File: src/rtl/lsu_axi_rd_eng_if.sv
// AXI read-address / read-data bundle between the LSU read engine (master) and the DRAM fabric (slave).
interface lsu_axi_rd_eng_if #(
    parameter int ADDR_W = 31,
    parameter int ID_W   = 8,
    parameter int DATA_W = 64
);
    logic [ID_W-1:0]   lsu_axi_arid;
    logic [ADDR_W-1:0] lsu_axi_araddr;
    logic [7:0]        lsu_axi_arlen;
    logic [2:0]        lsu_axi_arsize;
    logic [1:0]        lsu_axi_arburst;
    logic              lsu_axi_arvld;
    logic              axi_lsu_arrdy;
    logic [ID_W-1:0]   axi_lsu_rid;
    logic [DATA_W-1:0] axi_lsu_rdata;
    logic [1:0]        axi_lsu_rresp;
    logic              axi_lsu_rlast;
    logic              axi_lsu_rvld;
    logic              lsu_axi_rrdy;

    modport master (
        output lsu_axi_arid, lsu_axi_araddr, lsu_axi_arlen, lsu_axi_arsize,
               lsu_axi_arburst, lsu_axi_arvld, lsu_axi_rrdy,
        input  axi_lsu_arrdy, axi_lsu_rid, axi_lsu_rdata, axi_lsu_rresp,
               axi_lsu_rlast, axi_lsu_rvld
    );

    modport slave (
        input  lsu_axi_arid, lsu_axi_araddr, lsu_axi_arlen, lsu_axi_arsize,
               lsu_axi_arburst, lsu_axi_arvld, lsu_axi_rrdy,
        output axi_lsu_arrdy, axi_lsu_rid, axi_lsu_rdata, axi_lsu_rresp,
               axi_lsu_rlast, axi_lsu_rvld
    );
endinterface

File: src/rtl/lsu_axi_rd_eng.sv
// LSU AXI read engine: splits one load command into num+1 strided INCR bursts and streams beats into RAM.
// Optional in-order R ID checking is enabled by defining LSU_RD_RID_CHECK_EN.
module lsu_axi_rd_eng #(
    parameter int DATA_W   = 64,
    parameter int ADDR_W   = 31,
    parameter int RAM_AW   = 12,
    parameter int ID_W     = 8,
    parameter int MAX_OUTS = 4
) (
    input  logic              clk,
    input  logic              rst_n,
    input  logic              cmd_vld,
    output logic              cmd_rdy,
    input  logic [ADDR_W-1:0] cmd_dram_addr,
    input  logic [7:0]        cmd_num,
    input  logic [7:0]        cmd_len,
    input  logic [ADDR_W-1:0] cmd_stride,
    input  logic [RAM_AW-1:0] cmd_ram_addr,
    lsu_axi_rd_eng_if.master  axi,
    output logic              ram_wr_en,
    output logic [RAM_AW-1:0] ram_wr_addr,
    output logic [DATA_W-1:0] ram_wr_data,
    output logic              ld_done,
    output logic              ld_err
);
    localparam int OUTS_W = $clog2(MAX_OUTS + 1);

    typedef enum logic [1:0] {ST_IDLE, ST_RUN, ST_DRAIN} state_t;

    state_t              state_q, state_d;
    logic                cmd_rdy_q, cmd_rdy_d;
    logic                arvld_q, arvld_d;
    logic                rrdy_q, rrdy_d;
    logic [ID_W-1:0]     arid_q, arid_d;
    logic [ADDR_W-1:0]   araddr_q, araddr_d;
    logic [7:0]          arlen_q, arlen_d;
    logic [ADDR_W-1:0]   stride_q, stride_d;
    logic [7:0]          num_q, num_d;
    logic [8:0]          issued_q, issued_d;
    logic [OUTS_W-1:0]   outs_q, outs_d;
    logic [RAM_AW-1:0]   wptr_q, wptr_d;
    logic                wr_en_q, wr_en_d;
    logic [RAM_AW-1:0]   wr_addr_q, wr_addr_d;
    logic [DATA_W-1:0]   wr_data_q, wr_data_d;
    logic                done_q, done_d;
    logic                err_q, err_d;
`ifdef LSU_RD_RID_CHECK_EN
    logic [ID_W-1:0]     exp_rid_q, exp_rid_d;
`else
    logic                unused_rid;
    assign unused_rid = ^axi.axi_lsu_rid;
`endif

    logic cmd_acc, ar_hs, r_hs, r_last_hs;

    always_comb begin
        state_d   = state_q;
        cmd_rdy_d = cmd_rdy_q;
        arid_d    = arid_q;
        araddr_d  = araddr_q;
        arlen_d   = arlen_q;
        stride_d  = stride_q;
        num_d     = num_q;
        issued_d  = issued_q;
        outs_d    = outs_q;
        wptr_d    = wptr_q;
        wr_en_d   = 1'b0;
        wr_addr_d = wr_addr_q;
        wr_data_d = wr_data_q;
        done_d    = 1'b0;
        err_d     = err_q;
`ifdef LSU_RD_RID_CHECK_EN
        exp_rid_d = exp_rid_q;
`endif

        cmd_acc   = cmd_vld && cmd_rdy_q;
        ar_hs     = arvld_q && axi.axi_lsu_arrdy;
        r_hs      = rrdy_q && axi.axi_lsu_rvld;
        r_last_hs = r_hs && axi.axi_lsu_rlast;

        // The address accumulator only advances on a handshake, keeping AR stable under backpressure.
        if (ar_hs) begin
            issued_d = issued_q + 9'd1;
            araddr_d = araddr_q + stride_q;
            arid_d   = arid_q + ID_W'(1);
        end

        case ({ar_hs, r_last_hs})
            2'b10:   outs_d = outs_q + OUTS_W'(1);
            2'b01:   outs_d = outs_q - OUTS_W'(1);
            default: outs_d = outs_q;
        endcase

        if (r_hs) begin
            wr_en_d   = 1'b1;
            wr_addr_d = wptr_q;
            wr_data_d = axi.axi_lsu_rdata;
            wptr_d    = wptr_q + RAM_AW'(1);
            if (axi.axi_lsu_rresp != 2'b00)
                err_d = 1'b1;
        end

`ifdef LSU_RD_RID_CHECK_EN
        if (r_hs && (axi.axi_lsu_rid != exp_rid_q))
            err_d = 1'b1;
        if (r_last_hs)
            exp_rid_d = exp_rid_q + ID_W'(1);
`endif

        case (state_q)
            ST_IDLE: begin
                if (cmd_acc) begin
                    state_d   = ST_RUN;
                    cmd_rdy_d = 1'b0;
                    araddr_d  = cmd_dram_addr;
                    arid_d    = '0;
                    arlen_d   = cmd_len;
                    stride_d  = cmd_stride;
                    num_d     = cmd_num;
                    issued_d  = '0;
                    outs_d    = '0;
                    wptr_d    = cmd_ram_addr;
                    err_d     = 1'b0;
`ifdef LSU_RD_RID_CHECK_EN
                    exp_rid_d = '0;
`endif
                end
            end
            ST_RUN: begin
                if (ar_hs && (issued_d > {1'b0, num_q}))
                    state_d = ST_DRAIN;
            end
            ST_DRAIN: begin
                // Final rlast sets done; the cycle after, outs is zero and the engine frees up.
                if (r_last_hs && (outs_d == '0))
                    done_d = 1'b1;
                if (outs_q == '0) begin
                    state_d   = ST_IDLE;
                    cmd_rdy_d = 1'b1;
                end
            end
            default: state_d = ST_IDLE;
        endcase

        arvld_d = (state_d == ST_RUN) && (issued_d <= {1'b0, num_d}) &&
                  (outs_d < OUTS_W'(MAX_OUTS));
        rrdy_d  = (state_d != ST_IDLE);
    end

    always_ff @(posedge clk or negedge rst_n) begin
        if (!rst_n) begin
            state_q   <= ST_IDLE;
            cmd_rdy_q <= 1'b1;
            arvld_q   <= 1'b0;
            rrdy_q    <= 1'b0;
            arid_q    <= '0;
            araddr_q  <= '0;
            arlen_q   <= '0;
            stride_q  <= '0;
            num_q     <= '0;
            issued_q  <= '0;
            outs_q    <= '0;
            wptr_q    <= '0;
            wr_en_q   <= 1'b0;
            wr_addr_q <= '0;
            wr_data_q <= '0;
            done_q    <= 1'b0;
            err_q     <= 1'b0;
`ifdef LSU_RD_RID_CHECK_EN
            exp_rid_q <= '0;
`endif
        end else begin
            state_q   <= state_d;
            cmd_rdy_q <= cmd_rdy_d;
            arvld_q   <= arvld_d;
            rrdy_q    <= rrdy_d;
            arid_q    <= arid_d;
            araddr_q  <= araddr_d;
            arlen_q   <= arlen_d;
            stride_q  <= stride_d;
            num_q     <= num_d;
            issued_q  <= issued_d;
            outs_q    <= outs_d;
            wptr_q    <= wptr_d;
            wr_en_q   <= wr_en_d;
            wr_addr_q <= wr_addr_d;
            wr_data_q <= wr_data_d;
            done_q    <= done_d;
            err_q     <= err_d;
`ifdef LSU_RD_RID_CHECK_EN
            exp_rid_q <= exp_rid_d;
`endif
        end
    end

    assign cmd_rdy             = cmd_rdy_q;
    assign axi.lsu_axi_arid    = arid_q;
    assign axi.lsu_axi_araddr  = araddr_q;
    assign axi.lsu_axi_arlen   = arlen_q;
    assign axi.lsu_axi_arsize  = 3'($clog2(DATA_W / 8));
    assign axi.lsu_axi_arburst = 2'b01;
    assign axi.lsu_axi_arvld   = arvld_q;
    assign axi.lsu_axi_rrdy    = rrdy_q;
    assign ram_wr_en           = wr_en_q;
    assign ram_wr_addr         = wr_addr_q;
    assign ram_wr_data         = wr_data_q;
    assign ld_done             = done_q;
    assign ld_err              = err_q;
endmodule

File: src/flat_wrapper.sv
// flat-port wrapper written by rule: the top's interface ports become plain ports
module lsu_axi_rd_eng_flat 
#(
    parameter int DATA_W   = 64,
    parameter int ADDR_W   = 31,
    parameter int RAM_AW   = 12,
    parameter int ID_W     = 8,
    parameter int MAX_OUTS = 4
)
  (clk, rst_n, cmd_vld, cmd_rdy, cmd_dram_addr, cmd_num, cmd_len, cmd_stride, cmd_ram_addr, ram_wr_en, ram_wr_addr, ram_wr_data, ld_done, ld_err, axi_lsu_axi_arid, axi_lsu_axi_araddr, axi_lsu_axi_arlen, axi_lsu_axi_arsize, axi_lsu_axi_arburst, axi_lsu_axi_arvld, axi_lsu_axi_rrdy, axi_axi_lsu_arrdy, axi_axi_lsu_rid, axi_axi_lsu_rdata, axi_axi_lsu_rresp, axi_axi_lsu_rlast, axi_axi_lsu_rvld);
  lsu_axi_rd_eng_if #(.ADDR_W(ADDR_W), .ID_W(ID_W), .DATA_W(DATA_W)) axi_i ();
  input  logic clk;
  input  logic rst_n;
  input  logic cmd_vld;
  output logic cmd_rdy;
  input  logic [ADDR_W-1:0] cmd_dram_addr;
  input  logic [7:0] cmd_num;
  input  logic [7:0] cmd_len;
  input  logic [ADDR_W-1:0] cmd_stride;
  input  logic [RAM_AW-1:0] cmd_ram_addr;
  output logic ram_wr_en;
  output logic [RAM_AW-1:0] ram_wr_addr;
  output logic [DATA_W-1:0] ram_wr_data;
  output logic ld_done;
  output logic ld_err;
  output wire logic [$bits(axi_i.lsu_axi_arid)-1:0] axi_lsu_axi_arid;
  output wire logic [$bits(axi_i.lsu_axi_araddr)-1:0] axi_lsu_axi_araddr;
  output wire logic [$bits(axi_i.lsu_axi_arlen)-1:0] axi_lsu_axi_arlen;
  output wire logic [$bits(axi_i.lsu_axi_arsize)-1:0] axi_lsu_axi_arsize;
  output wire logic [$bits(axi_i.lsu_axi_arburst)-1:0] axi_lsu_axi_arburst;
  output wire logic [$bits(axi_i.lsu_axi_arvld)-1:0] axi_lsu_axi_arvld;
  output wire logic [$bits(axi_i.lsu_axi_rrdy)-1:0] axi_lsu_axi_rrdy;
  input wire logic [$bits(axi_i.axi_lsu_arrdy)-1:0] axi_axi_lsu_arrdy;
  input wire logic [$bits(axi_i.axi_lsu_rid)-1:0] axi_axi_lsu_rid;
  input wire logic [$bits(axi_i.axi_lsu_rdata)-1:0] axi_axi_lsu_rdata;
  input wire logic [$bits(axi_i.axi_lsu_rresp)-1:0] axi_axi_lsu_rresp;
  input wire logic [$bits(axi_i.axi_lsu_rlast)-1:0] axi_axi_lsu_rlast;
  input wire logic [$bits(axi_i.axi_lsu_rvld)-1:0] axi_axi_lsu_rvld;
  assign axi_lsu_axi_arid = axi_i.lsu_axi_arid;
  assign axi_lsu_axi_araddr = axi_i.lsu_axi_araddr;
  assign axi_lsu_axi_arlen = axi_i.lsu_axi_arlen;
  assign axi_lsu_axi_arsize = axi_i.lsu_axi_arsize;
  assign axi_lsu_axi_arburst = axi_i.lsu_axi_arburst;
  assign axi_lsu_axi_arvld = axi_i.lsu_axi_arvld;
  assign axi_lsu_axi_rrdy = axi_i.lsu_axi_rrdy;
  assign axi_i.axi_lsu_arrdy = axi_axi_lsu_arrdy;
  assign axi_i.axi_lsu_rid = axi_axi_lsu_rid;
  assign axi_i.axi_lsu_rdata = axi_axi_lsu_rdata;
  assign axi_i.axi_lsu_rresp = axi_axi_lsu_rresp;
  assign axi_i.axi_lsu_rlast = axi_axi_lsu_rlast;
  assign axi_i.axi_lsu_rvld = axi_axi_lsu_rvld;
  lsu_axi_rd_eng #(.DATA_W(DATA_W), .ADDR_W(ADDR_W), .RAM_AW(RAM_AW), .ID_W(ID_W), .MAX_OUTS(MAX_OUTS)) u_core (.clk(clk), .rst_n(rst_n), .cmd_vld(cmd_vld), .cmd_rdy(cmd_rdy), .cmd_dram_addr(cmd_dram_addr), .cmd_num(cmd_num), .cmd_len(cmd_len), .cmd_stride(cmd_stride), .cmd_ram_addr(cmd_ram_addr), .axi(axi_i), .ram_wr_en(ram_wr_en), .ram_wr_addr(ram_wr_addr), .ram_wr_data(ram_wr_data), .ld_done(ld_done), .ld_err(ld_err));
endmodule
File: config.mk
export PLATFORM = sky130hd
export DESIGN_NAME = lsu_axi_rd_eng_flat
export DESIGN_NICKNAME = d
export VERILOG_FILES = /design/src/rtl/lsu_axi_rd_eng_if.sv /design/src/rtl/lsu_axi_rd_eng.sv /design/src/flat_wrapper.sv
export SDC_FILE = /design/constraint.sdc
export NUM_CORES = 1
export LEC_CHECK = 0
export BUFFER_PORTS_ARGS = -buffer_cell sky130_fd_sc_hd__buf_4
export CAP_MARGIN = 20
export CORE_ASPECT_RATIO = 0.8
export CORE_MARGIN = 2
export CORE_UTILIZATION = 55
export CTS_CLUSTER_SIZE = 16
export DETAILED_ROUTE_END_ITERATION = 12
export HOLD_SLACK_MARGIN = 0.1
export PLACE_DENSITY = 0.94
export SYNTH_ARGS = -nofsm -noshare
export SYNTH_HDL_FRONTEND = slang
export SYNTH_SLANG_ARGS = --single-unit
export TNS_END_PERCENT = 1
File: constraint.sdc
create_clock -name clk -period 4.7 [get_ports clk]
set_input_delay 0.705 -clock clk [delete_from_list [all_inputs] [get_ports clk]]
set_output_delay 0.705 -clock clk [all_outputs]
set_load 0.05 [all_outputs]
* Yosys cells after proc, flatten, opt, wreduce, memory -nomap -nowiden
Cells that the tools add are included.
** Storage, ports and cells
- Bits of input ports :: 170
- Word-level logic and storage cells :: 80
- Register bits after elaboration :: 194
- Output and inout bits :: 134
** Cells by class
- $lt $le $gt $ge :: 3
- Multiplexer cells :: 31
- Eq/ne operators :: 7
- Add/subtract/negate cells :: 6
- Reductions and logical operators :: 16
** Operator list (count)
- 31-bit two-way mux :: 3
- 8-bit two-way mux :: 5
- 12-bit two-way mux :: 3
- 31-bit adder :: 1
- 9-bit two-way mux :: 3
- 12-bit by 1-bit adder with 12-bit output (second input constant) :: 1
- 9-bit by 1-bit adder with 9-bit output (second input constant) :: 1
- 9-bit by 8-bit > comparator with 1-bit output :: 1
- 9-bit by 8-bit less-or-equal comparator with 1-bit output :: 1
- 1-bit two-way mux :: 9
- 8-bit by 1-bit adder with 8-bit output (second input constant) :: 1
- 1-bit logical AND :: 8
- 2-bit by 1-bit equality test with 1-bit output (second input constant) :: 3
- 3-bit zero test :: 2
- 2-bit two-way mux :: 3
- 3-bit two-way mux :: 2
- 2-bit one-hot mux with 3 select lines :: 1
- 3-bit one-hot mux with 2 select lines :: 1
- 2-bit nonzero test :: 3
- 2-bit equality test (second input constant) :: 2
- 2-bit by 1-bit != test with 1-bit output (second input constant) :: 2
- 3-bit by 1-bit adder with 3-bit output (second input constant) :: 1
- 3-bit less-than comparator (second input constant) :: 1
- 3-bit AND reduction :: 1
- 4 further kinds :: 4

* Depth between registers and ports, before layout
Gate-level depths: netlist of run 1.
- Depth in word-level cells :: 9
- Depth in mapped cells :: 17

* Least setup slack after synthesis of run 1
No wires, ideal clock.
- Path type :: input to register
- Start :: input port axi_axi_lsu_arrdy
- End :: register u_core.arvld_q, in the netlist u_core.axi.lsu_axi_arvld
- Path buffers :: 3
- Library setup time :: 0.066 ns
- Slack :: 1.419 ns
- Stages :: 17
- Arrival time :: 3.215 ns
- Cells stage by stage :: and2_1 > buf_2 > inv_1 > clkbuf_1 > clkbuf_1 > nand2_1 > nand2_1 > ha_1 > nor2b_1 > o21a_1 > o21a_1 > o21a_1 > o21a_1 > o21ai_0 > a21o_1 > a21o_1 > and3_1
** On the way
- Longest elaborated chain between the ends :: 9
- Elaborated cells on any way between the ends :: 18
- Those cells by class :: order compare (3); eq/ne (3); mux (8); reduce/logical (4)
** RTL lines
- start, declared :: line flat_wrapper.sv:33 : input wire logic [$bits(axi_i.axi_lsu_arrdy)-1:0] axi_axi_lsu_arrdy;
- 1-bit logical AND (*) :: line lsu_axi_rd_eng.sv:77 : ar_hs = arvld_q && axi.axi_lsu_arrdy;
- 9-bit two-way mux :: line lsu_axi_rd_eng.sv:82 : if (ar_hs) begin
- 9-bit by 8-bit > comparator with 1-bit output :: line lsu_axi_rd_eng.sv:130 : if (ar_hs && (issued_d > {1'b0, num_q}))
- 1-bit logical AND (*) :: line lsu_axi_rd_eng.sv:130
- 2-bit two-way mux (*) :: line lsu_axi_rd_eng.sv:130
- 2-bit one-hot mux with 3 select lines (*) :: line lsu_axi_rd_eng.sv:110 : case (state_q)
- via u_core.state_d[0] :: line lsu_axi_rd_eng.sv:30 : state_t state_q, state_d;
- 2-bit by 1-bit equality test with 1-bit output (*) :: line lsu_axi_rd_eng.sv:145 : arvld_d = (state_d == ST_RUN) && (issued_d <= {1'b0, num_d}) &&
- 1-bit logical AND (*) (2 in series) :: line lsu_axi_rd_eng.sv:145
- via u_core.arvld_d :: line lsu_axi_rd_eng.sv:32 : logic arvld_q, arvld_d;
- end signal, assigned :: line lsu_axi_rd_eng.sv:175 : arvld_q <= arvld_d;
- end, declared :: line lsu_axi_rd_eng.sv:32
The timed path passes the listed nets; every way through them passes the cells marked *.
A chain may end at the register's enable or synchronous reset.

* Final worst setup path of run 1
- Start :: register u_core.state_q[1]
- End :: register u_core.arvld_q, in the netlist u_core.axi.lsu_axi_arvld
** On the way
- Longest elaborated chain between the ends :: 5
- Elaborated cells on any way between the ends :: 15
- Those cells by class :: order compare (2); eq/ne (3); mux (7); reduce/logical (3)
** RTL lines
- start, declared :: line lsu_axi_rd_eng.sv:30
- start signal, assigned :: line lsu_axi_rd_eng.sv:173 : state_q <= state_d;
- 2-bit zero test (tied with other cells) :: line lsu_axi_rd_eng.sv:110
- 9-bit two-way mux (tied with other cells) :: line lsu_axi_rd_eng.sv:110
- 9-bit by 8-bit less-or-equal comparator with 1-bit output or 2-bit by 1-bit equality test with 1-bit output (tied branches) :: line lsu_axi_rd_eng.sv:145
- 1-bit logical AND :: line lsu_axi_rd_eng.sv:145
- 1-bit logical AND (*) :: line lsu_axi_rd_eng.sv:145
- via u_core.arvld_d :: line lsu_axi_rd_eng.sv:32
Marks and branches as above.

==> summary.txt, run 1 <==
Logic synthesis
  • Area share of the largest cell type after synthesis: 49.19%
  • Top cells by area, synth: dfrtp_1 (49%), nand2_1 (16%), ha_1 (6.4%)
  • Yosys top cell by area: dfrtp_1
  • Cells after synthesis: about 1100
  • Async S/R FF share, synth: 100.0%
  • Register area share after synthesis: 49.46%
  • Yosys warns: 0
  • Synth Area per Inst: 8.681 um2
  • Top_reg_cell synth: dfrtp_1
  • Yosys reg bits: 194
  • EDFF count, synth: 0
  • Post-synthesis cell area: 0.009818 mm2
  • Distinct cells, synth: 54

Route
  • Vias: approximately 8900
  • Post-route DRC: 0
  • Via density: 5.443
  • Antenna viol nets, final: 0
  • Routed WL per cell: 16.30 um
  • Drt pass-1 iters: 9
  • DRT iter0 DRCs: approximately 610
  • Total routed wirelength: 26.59 mm

Pwr
  • Total Power: 0.003558 W
  • Leak: a little over 7 nW
  • Power per cell area: 279.5 mW/mm2
  • VDD IR max: 0.0002151 V

Setup path
  • Critical Path RT: 5060 ps
  • Critical path data arrival time: 3610 ps
  • CP Max Fanout: 76
  • Startpoint Class: register
  • Crit-path cells: nor2_1 -> and3_4 -> buf_4 -> mux2i_1 -> ha_1 -> a21oi_1 -> o21ai_0 -> o21ai_0 -> and3_1
  • CP Class: register to register
  • CP max-delay cell: buf_4
  • Slowest Stage Delay on Critical Path: ~650 ps
  • Crit path top cell by count: o21ai_0
  • Capturing element type of the critical path: register

Clock tree
  • CTS tree: yes
  • Reg clk slew, reported paths: 80 ps
  • Clk root buf: clkbuf_16
  • Maximum buffer depth of the clock tree: 2
  • Post-cts resize count: 0
  • CTS Buf Count: 17
  • H-tree depth: 4
  • Hold_buf cts: 0
  • Total clock sinks: 194
  • Clk_lat worst skew: 430 ps
  • # Post-CTS Setup Buffers: 0

STA
  • Period utilization: 69.23%
  • Max transition margin: 35.67%
  • Fin Setup TNS: 0 ps
  • Final min period: 3254 ps
  • Unrepaired setup endpoints after global routing: no
  • Setup violators final: 0
  • Pins Over Slew Limit: 0
  • Fmax: around 310 MHz
  • Final hold violations: 0
  • Clock skew: 12.71 ps
  • Worst Max-Slew Pin Slew: 965.0 ps

Place
  • GP Congestion: around 0.9
  • DP Area: 0.01211 mm2
  • Placed Cells: 1599
  • Post-DP HPWL: 19.15 mm
  • Port Buffers: 290

Die
  • Num rows: 43
  • Core area: 0.01743 mm2
  • Initial core utilization: 56.32%
  • Die area: 0.01894 mm2
  • Die width: 153.4 um
  • Io pins: 304
  • Die H: 123.5 um

Final layout
  • Layout Utilization: 73.02%
  • Nets: 1615
  • Share of cells above drive strength 1: 24.40%
  • Area Overhead vs Synth: 29.64%
  • Multi-input gate area: 0.004638 mm2
  • Final instance area: around 0.013 mm2
  • Most frequent cells in the layout: nand2_1 (421), buf_4 (297), dfrtp_1 (193)
  • Most common cell after layout, fill and taps aside: nand2_1
  • Post-route insts no fill: 1631
  • Sequential cell area: 0.004856 mm2
  • Fillers: approximately 1300
  • Antenna Cells: 0

Run
  • Max-cap violations: 0

GRT
  • Initial antenna violation count: 0
  • First-pass GRT wire length: 42.32 mm
  • Global route total overflow: 0
  • Number of global-route vias before repair: 8744
  • Total track usage: 27.74%
  • Pin count of the biggest net entering global routing: around 130

Outcome
  • Status: finished clean

Min path
  • Hold Crit Class: input pin to asynchronous set/reset pin
## per-layer routing
metal  global-route usage, %  part of all wire [%]  wire (um)
met1                   34.94                    41      10910
met2                   48.72                    50      13390
met3                   5.047                   6.2       1647
met4                   9.920                   2.4        650
met5                       0                     0          0
## synthesized netlist by cell type, types with 2 or more instances
cell type	number
nand2b_1	11
a211oi_1	5
inv_1	24
nor2_1	46
a21o_1	19
buf_4	10
o211ai_1	2
xor2_1	18
clkbuf_1	39
xnor2_1	32
conb_1	2
o21bai_1	2
o21ai_0	55
o22ai_1	2
nand3_1	17
mux2i_1	11
a21oi_1	59
nor2b_1	5
a31oi_1	9
ha_1	50
or2_2	3
and4_1	3
nor3_1	9
buf_2	4
dfrtp_1	193
fa_1	2
o31ai_1	3
and3_1	20
a211o_1	2
nand2_1	422
o211a_1	2
buf_1	4
o21a_1	6
or3_1	3
nand4_1	12
and2_1	7
## report_power, final
group	switching, W	leakage (nW)	internal, W
logic	0.000210	4.16	0.000143
clock network	0.000714	0.293	0.000769
registers	0.0000214	2.61	0.00170
## final cells by class
type / instances / area share [%]
flip-flops and latches: 194 / 38.15
repair buffers: 298 / 17.63
inverters: 25 / 0.7372
well taps: 225 / 2.212
multi-input cells: 857 / 36.44
clock inverters: 15 / 1.494
clock buffers: 17 / 3.342
## metrics by stage
step	worst slack, ps	hold WS, ps
2_1_floorplan	1419	409.4
3_3_place_gp	1414	458.6
3_5_place_dp	1297	463.9
4_1_cts	1429	443.9
5_1_grt	1154	452.3
6_report	1446	414.9
## cells by family (layout without fill, tap and decap cells)
group / Yosys count / in the layout / share of synthesized area (%)
XOR/XNOR: 50 / 50 / 4.460
other: 2 / 5 / 0.07649
buffers and inverters: 83 / 355 / 3.619
flip-flops: 194 / 194 / 49.46
AO/OA/AOI/OAI: 177 / 177 / 10.78
multiplexers: 11 / 11 / 1.121
AND/OR/NAND/NOR: 562 / 562 / 23.70
adder cells (fa/ha/maj): 52 / 52 / 6.780
## worst max-delay path, delay by kind of cell, from the launching register on
family | cells | cell delay (ps)
adders and majority gates | 1 | 320
buffers and inverters | 1 | 650
and+or+nand+nor | 3 | 1030
muxes | 1 | 390
AOI/OAI and AO/OA | 3 | 390
DFF | 1 | 400
## flip-flops by register name, summed over array words and instances, names as in the netlist
name and cells:
u_core.axi.lsu_axi_arlen 8, u_core.state_q 2, u_core.ram_wr_addr 12, u_core.ld_done 1, u_core.num_q 8, u_core.stride_q 31, u_core.cmd_rdy 1, u_core.axi.lsu_axi_arvld 1
u_core.axi.lsu_axi_rrdy 1, u_core.issued_q 9, u_core.ld_err 1, u_core.outs_q 3, u_core.ram_wr_en 1, u_core.wptr_q 12, u_core.axi.lsu_axi_araddr 31, u_core.axi.lsu_axi_arid 8
u_core.ram_wr_data 64
## final timing paths
kind	slack (ps)	startpoint	endpoint	cells after the start
hold / removal	410	rst_n	u_core.ram_wr_data[36]$_DFFE_PN0P_	1
setup reg to reg	1450	u_core.state_q[1]$_DFF_PN0_	u_core.axi.lsu_axi_arvld$_DFF_PN0_	9
min in group clk	460	axi_axi_lsu_rdata[36]	u_core.ram_wr_data[36]$_DFFE_PN0P_	3
hold reg to reg	480	u_core.stride_q[2]$_DFFE_PN0P_	u_core.stride_q[2]$_DFFE_PN0P_	2
max in group asynchronous	3160	rst_n	u_core.state_q[1]$_DFF_PN0_	2
setup / recovery	1450	u_core.state_q[1]$_DFF_PN0_	u_core.axi.lsu_axi_arvld$_DFF_PN0_	9
No activity file was read; power rests on OpenSTA's default activity.
==> inputs of run 2 (changes only) <==
--- a/config.mk
+++ b/config.mk
@@ -9,11 +9,11 @@
 export CAP_MARGIN = 20
 export CORE_ASPECT_RATIO = 0.8
 export CORE_MARGIN = 2
-export CORE_UTILIZATION = 55
+export CORE_UTILIZATION = 47
 export CTS_CLUSTER_SIZE = 16
 export DETAILED_ROUTE_END_ITERATION = 12
 export HOLD_SLACK_MARGIN = 0.1
-export PLACE_DENSITY = 0.94
+export PLACE_DENSITY = 0.86
 export SYNTH_ARGS = -nofsm -noshare
 export SYNTH_HDL_FRONTEND = slang
 export SYNTH_SLANG_ARGS = --single-unit
==> constraint.sdc (replaced) <==
create_clock -name clk -period 2.7 [get_ports clk]
set_input_delay 0.405 -clock clk [delete_from_list [all_inputs] [get_ports clk]]
set_output_delay 0.405 -clock clk [all_outputs]
set_load 0.05 [all_outputs]
==> run 2 against run 1 <==
Net effect:
- the flow now finishes with violations (negative setup slack)
- global-route usage decreased by 2.8 points
- fmax grew 18%
- sequential share of layout area fell by 2.0 points
- utilization is 7.6 points lower
- clock skew up 3.1 ps
- register-to-register slack worse by 1500 ps
- critical endpoint is now u_core.axi.lsu_axi_araddr[30]$_DFF_PN0_
==> summary.txt, run 2 (synthesis results as in run 1) <==
Outcome
  • Status: finished with violations
  • Failing checks: negative setup slack

Clock tree
  • Maximum buffer depth of the clock tree: 2 (unchanged)
  • CTS tree: yes
  • Total clock sinks: 194 (unchanged)
  • Clk_lat worst skew: 440 ps (about the same)
  • H-tree depth: 4 (unchanged)
  • CTS Buf Count: 17 (unchanged)
  • Reg clk slew, reported paths: 80 ps (about the same)
  • Clk root buf: clkbuf_16

GRT
  • Initial antenna violation count: 1 (+1)
  • Global route total overflow: 0 (unchanged)
  • Pin count of the biggest net entering global routing: 79 (-37%)
  • Total track usage: 24.95% (-2.8 points)
  • First-pass GRT wire length: 44.04 mm (+4.1%)
  • Number of global-route vias before repair: 8972 (+2.6%)

STA
  • Fmax: 363.3 MHz (+18%)
  • Unrepaired setup endpoints after global routing: yes
  • Period utilization: 101.9% (+33 points)
  • Clock skew: 15.84 ps (+3.136 ps)
  • Setup violators final: 1 (+1)
  • Setup WS post-layout: -52.23 ps (-1498 ps)
  • Final min period: 2752 ps (-501.7 ps)
  • Pins Over Slew Limit: 0 (unchanged)
  • Max transition margin: 48.06% (+12 points)
  • Final hold violations: 0 (unchanged)
  • Worst Max-Slew Pin Slew: 779.1 ps (-185.9 ps)

Pwr
  • Power per cell area: 454.6 mW/mm2 (+63%)
  • VDD IR max: 0.0002819 V (+31%)
  • Leak: 7.289 nW (+3.2%)
  • Part of the power in registers: 48.9% (+0.5 points)
  • Sw Share: 27.01% (+0.43 points)
  • Clock power frac: 40.9% (-0.8 points)
  • Combinational share of power: 10.2% (+0.3 points)
  • NetSw: 0.001654 W (+75%)
  • Int Power: 0.004469 W (+71%)

Setup path
  • CP Max Fanout: 2 (-97%)
  • Startpoint Class: register
  • CP Class: register to register
  • Critical path data arrival time: 3100 ps (-510 ps)
  • Capturing element type of the critical path: register
  • Critical Path RT: 3050 ps (-2010 ps)

Die
  • Die width: 165.6 um (+8.0%)
  • Io pins: 304 (unchanged)
  • Die area: 0.02207 mm2 (+17%)
  • Initial core utilization: 47.70% (-8.6 points)
  • Die H: 133.3 um (+7.9%)
  • Num rows: 47 (+9.3%)
  • Core area: 0.02058 mm2 (+18%)

Route
  • Vias: 9094 (+2.4%)
  • Antenna viol nets, final: 0 (unchanged)
  • DRT iter0 DRCs: 733 (+21%)
  • Post-route DRC: 0 (unchanged)
  • Via density: 5.269 (-3.2%)
  • Drt pass-1 iters: 5 (-4)
  • Routed WL per cell: 16.30 um (about the same)
  • Total routed wirelength: 28.14 mm (+5.8%)

Place
  • Placed Cells: 1686 (+5.4%)
  • Post-DP HPWL: 20.04 mm (+4.7%)
  • DP Area: 0.01256 mm2 (+3.7%)
  • GP Congestion: 0.8739 (-3.2%)
  • Port Buffers: 290 (unchanged)

Final layout
  • Number of flip-flops in the largest register: 64 (unchanged)
  • Area Overhead vs Synth: 37.20%
  • Most common cell after layout, fill and taps aside: nand2_1
  • Nets: 1665 (+3.1%)
  • Post-route insts no fill: 1726 (+5.8%)
  • Most frequent cells in the layout: nand2_1 (420), buf_4 (343), dfrtp_1 (183)
  • Final instance area: 0.01347 mm2 (+5.8%)
  • Share of cells above drive strength 1: 30.22% (+5.8 points)

Run
  • Max-cap violations: 0 (unchanged)

Min path
  • Hold Crit Class: input pin to register
run 2: through the flow:
step	power [W]	utilization (%)	hold WS [ps]	setup TNS (ps)	setup WS (ps)
2_1_floorplan	0.003319	-	109.4	-313.9	-95.36
3_3_place_gp	0.003663	61.05	458.6	-75.37	-63.57
3_5_place_dp	0.003678	61.05	463.3	-296.4	-127.1
4_1_cts	0.006172	64.41	131.1	-152.2	-152.2
5_1_grt	0.006336	65.45	136.4	-559.3	-119.9
6_report	0.006124	65.45	147.0	-52.23	-52.23
run 2: worst max-delay path: stages (launching register included):
cell and delay [ps]:
dfrtp_2 430, ha_4 290, nand3_4 90, or4_4 550, a31o_4 250, a211oi_4 250, a221oi_2 110, a21oi_2 160
xnor2_1 80, or3_1 300, a31oi_1 160
run 2: repair_timing:
item,CTS,global route
hold buffers,1,0
gates resized for setup,13,38
pin swaps,11,19
endpoints found under the hold margin,72,0
setup endpoints to repair,7,18
gates cloned,0,0
buffers inserted,2,4
run 2: power groups by stage:
stage	Clock, W	Combinational (W)	Sequential [W]
global placement	0	0.000614	0.00305
detailed placement	0	0.000625	0.00305
CTS	0.00255	0.000628	0.00299
finish	0.00251	0.000622	0.00299
floorplan	0	0.0000814	0.00324
global route	0.00267	0.000666	0.00300
run 2: metal layers:
layer	GRT usage, %	wire length [um]
met4	9.100	889
met5	0	0
met2	41.89	13470
met3	5.448	2249
met1	31.70	11530
run 2: final cells by class:
class	count	area (um2)
Tap cell	269	336.6
Sequential cell	194	4868
Clock inverter	14	140.1
Fill cell	1592	7112
Clock buffer	18	439.2
Multi-Input combinational cell	857	4949
Inverter	25	93.84
Antenna cell	1	2.502
Timing Repair Buffer	348	2641
run 2: final timing paths:
check,from,endpoint,cells past startpoint,slack [ps]
worst max register to register,u_core.axi.lsu_axi_araddr[13]$_DFF_PN0_,u_core.axi.lsu_axi_araddr[30]$_DFF_PN0_,10,-50
worst min-delay path,axi_axi_lsu_rdata[51],u_core.ram_wr_data[51]$_DFFE_PN0P_,3,150
min in group asynchronous,rst_n,u_core.ram_wr_data[43]$_DFFE_PN0P_,2,570
worst max-delay path,u_core.axi.lsu_axi_araddr[13]$_DFF_PN0_,u_core.axi.lsu_axi_araddr[30]$_DFF_PN0_,10,-50
worst min register to register,u_core.ram_wr_data[17]$_DFFE_PN0P_,u_core.ram_wr_data[17]$_DFFE_PN0P_,2,480
max in group asynchronous,rst_n,u_core.ram_wr_data[12]$_DFFE_PN0P_,3,1350
==> inputs of run 3 (changes only) <==
--- a/config.mk
+++ b/config.mk
@@ -14,6 +14,7 @@
 export DETAILED_ROUTE_END_ITERATION = 12
 export HOLD_SLACK_MARGIN = 0.1
 export PLACE_DENSITY = 0.86
+export SKIP_CTS_REPAIR_TIMING = 1
 export SYNTH_ARGS = -nofsm -noshare
 export SYNTH_HDL_FRONTEND = slang
 export SYNTH_SLANG_ARGS = --single-unit
==> run 3 against run 2 <==
Net effect:
- the flow still finishes with violations (negative setup slack)
- sequential cell count unchanged
- via count decreased by 0.15%
- first-iteration DRC count grew 1.4%
- critical endpoint unchanged
- wire length fell by 2.2%
- final cell count down 0.35%
- count of clock-buffer cells in the layout is the same
- clock power about the same
- clock skew shrank 1.2 ps
- sequential share of layout area up 0.50 points
==> summary.txt, run 3 (synthesis results as in run 1) <==
Outcome
  • Status: finished with violations
  • Failing checks: negative setup slack

Clock tree
  • H-tree depth: 4 (unchanged)
  • Maximum buffer depth of the clock tree: 2 (unchanged)
  • Total clock sinks: 194 (unchanged)
  • Clk root buf: clkbuf_16
  • Clk_lat worst skew: 430 ps (about the same)
  • CTS tree: yes
  • CTS Buf Count: 17 (unchanged)
  • Reg clk slew, reported paths: 80 ps (about the same)

Min path
  • Hold Crit Class: input pin to register
  • HP Start: axi_axi_lsu_rdata[51]

Die
  • Io pins: 304 (unchanged)
  • Num rows: 47 (unchanged)
  • Die H: 133.3 um (unchanged)
  • Initial core utilization: 47.70% (unchanged)
  • Die width: 165.6 um (unchanged)
  • Die area: 0.02207 mm2 (unchanged)
  • Core area: 0.02058 mm2 (unchanged)

Pwr
  • Part of the power in registers: 49.0% (about the same)
  • Leak: 7.240 nW (-0.68%)
  • VDD IR max: 0.0002773 V (-1.6%)
  • Int Power: 0.004470 W (about the same)
  • NetSw: 0.001645 W (-0.53%)
  • Clock power frac: 40.9% (about the same)
  • Sw Share: 26.91% (-0.11 points)
  • Power per cell area: 460.3 mW/mm2 (+1.2%)
  • Combinational share of power: 10.2% (about the same)

STA
  • Worst Max-Slew Pin Slew: 772.1 ps (-7.049 ps)
  • Final min period: 2915 ps (+162.4 ps)
  • Setup WS post-layout: -214.6 ps (-162.4 ps)
  • Final hold violations: 0 (unchanged)
  • Hold Slack: 152.8 ps (+5.755 ps)
  • Pins Over Slew Limit: 0 (unchanged)
  • Period utilization: 107.9% (+6.0 points)
  • Clock skew: 14.61 ps (-1.236 ps)
  • Setup violators final: 3 (+2)
  • Fmax: 343.1 MHz (-5.6%)
  • Unrepaired setup endpoints after global routing: yes
  • Max transition margin: 48.53% (+0.47 points)

Final layout
  • Nets: 1659 (-0.36%)
  • Share of cells above drive strength 1: 28.90% (-1.3 points)
  • Most common cell after layout, fill and taps aside: nand2_1
  • Layout Utilization: 64.55% (-0.89 points)
  • Most frequent cells in the layout: nand2_1 (420), buf_4 (339), dfrtp_1 (183)
  • Number of flip-flops in the largest register: 64 (unchanged)
  • Area Overhead vs Synth: 35.33%

Setup path
  • Crit-path cells: ha_4 -> nand3_2 -> or4_1 -> a31o_1 -> a211oi_2 -> a221oi_2 -> a21oi_2 -> xnor2_1 -> or3_1 -> a31oi_1
  • CP max-delay cell: or4_1
  • CP Class: register to register
  • CP Max Fanout: 4 (+2)
  • Worst r2r src: u_core.axi.lsu_axi_araddr[11]$_DFF_PN0_
  • Startpoint Class: register
  • Slowest Stage Delay on Critical Path: 540 ps (about the same)
  • Critical path data arrival time: 3260 ps (+160 ps)
  • Capturing element type of the critical path: register
  • Critical Path RT: 3050 ps (about the same)
  • Crit path launch: u_core.axi.lsu_axi_araddr[11]$_DFF_PN0_

Run
  • Max-cap violations: 0 (unchanged)

Route
  • Vias: 9080 (-0.15%)
  • Routed WL per cell: 16.01 um (-1.8%)
  • DRT iter0 DRCs: 743 (+1.4%)
  • Total routed wirelength: 27.53 mm (-2.2%)
  • Via density: 5.279 (+0.19%)
  • Post-route DRC: 0 (unchanged)
  • Antenna viol nets, final: 0 (unchanged)
  • Drt pass-1 iters: 5 (unchanged)

GRT
  • Met3 usage: 5.635% (+0.19 points)
  • Initial antenna violation count: 1 (unchanged)
  • Global route total overflow: 0 (unchanged)
  • Total track usage: 24.40% (-0.55 points)
  • Met2 usage: 40.89% (-0.99 points)
  • Most used routing layer: met2
  • Number of global-route vias before repair: 8869 (-1.1%)
  • Pin count of the biggest net entering global routing: 79 (unchanged)
  • Met1 track demand over resource: 31.19% (-0.51 points)
  • First-pass GRT wire length: 43.17 mm (-2.0%)

Place
  • GP Congestion: 0.8739 (unchanged)
  • Port Buffers: 290 (unchanged)
  • Post-DP HPWL: 20.04 mm (unchanged)
-- run 3: final timing paths --
check | depth (start not counted) | endpoint | slack, ps
hold reg to reg | 2 | u_core.ram_wr_addr[1]$_DFFE_PN0P_ | 480
hold / removal | 3 | u_core.ram_wr_data[51]$_DFFE_PN0P_ | 150
max in group asynchronous | 3 | u_core.cmd_rdy$_DFFE_PN1P_ | 1350
setup reg to reg | 10 | u_core.axi.lsu_axi_araddr[30]$_DFF_PN0_ | -210
min in group asynchronous | 2 | u_core.ram_wr_data[43]$_DFFE_PN0P_ | 580
setup / recovery | 10 | u_core.axi.lsu_axi_araddr[30]$_DFF_PN0_ | -210
-- run 3: worst max-delay path: cells and delay by family (launching register included) --
kind | cells | cell delay [ps]
compound gates | 5 | 1060
xor+xnor | 1 | 90
fa+ha+maj | 1 | 310
flops | 1 | 430
simple gates | 3 | 940
-- run 3: per-layer routing --
layer,share of wire [%],vias up
met1,41,4313
met2,48,371
met3,8.2,64
met4,2.7,0
li1,-,4332
met5,0,-
-- run 3: power by group through the flow --
| stage | Clock, W | Sequential, W | Combinational (W) |
|---|---|---|---|
| 2_1_floorplan | 0 | 0.00324 | 0.0000814 |
| 3_3_place_gp | 0 | 0.00305 | 0.000614 |
| 3_5_place_dp | 0 | 0.00305 | 0.000625 |
| 6_report | 0.00250 | 0.00300 | 0.000621 |
| 4_1_cts | 0.00255 | 0.00299 | 0.000627 |
| 5_1_grt | 0.00267 | 0.00300 | 0.000666 |
-- run 3: per-stage QoR --
step                power (W)  TNS, ps  instances  worst slack [ps]  area, um2
global placement     0.003663   -75.37       1686            -63.57      12560
CTS                  0.006171   -446.1       1718            -177.8      13140
floorplan            0.003319   -313.9       1134            -95.36       9931
finish               0.006115   -233.2       1720            -214.6      13290
global route         0.006335   -888.6       1720            -281.6      13290
detailed placement   0.003678   -296.4       1686            -127.1      12560
-- run 3: layout make-up --
| cell class | count | area, um2 |
|---|---|---|
| fill | 1630 | 7296 |
| sequential | 194 | 4868 |
| multi-input combinational | 857 | 4817 |
| timing repair buffer | 342 | 2589 |
| clock buffer | 18 | 439.2 |
| tap | 269 | 336.6 |
| clock inverter | 14 | 140.1 |
| inverter | 25 | 93.84 |
| antenna | 1 | 2.502 |
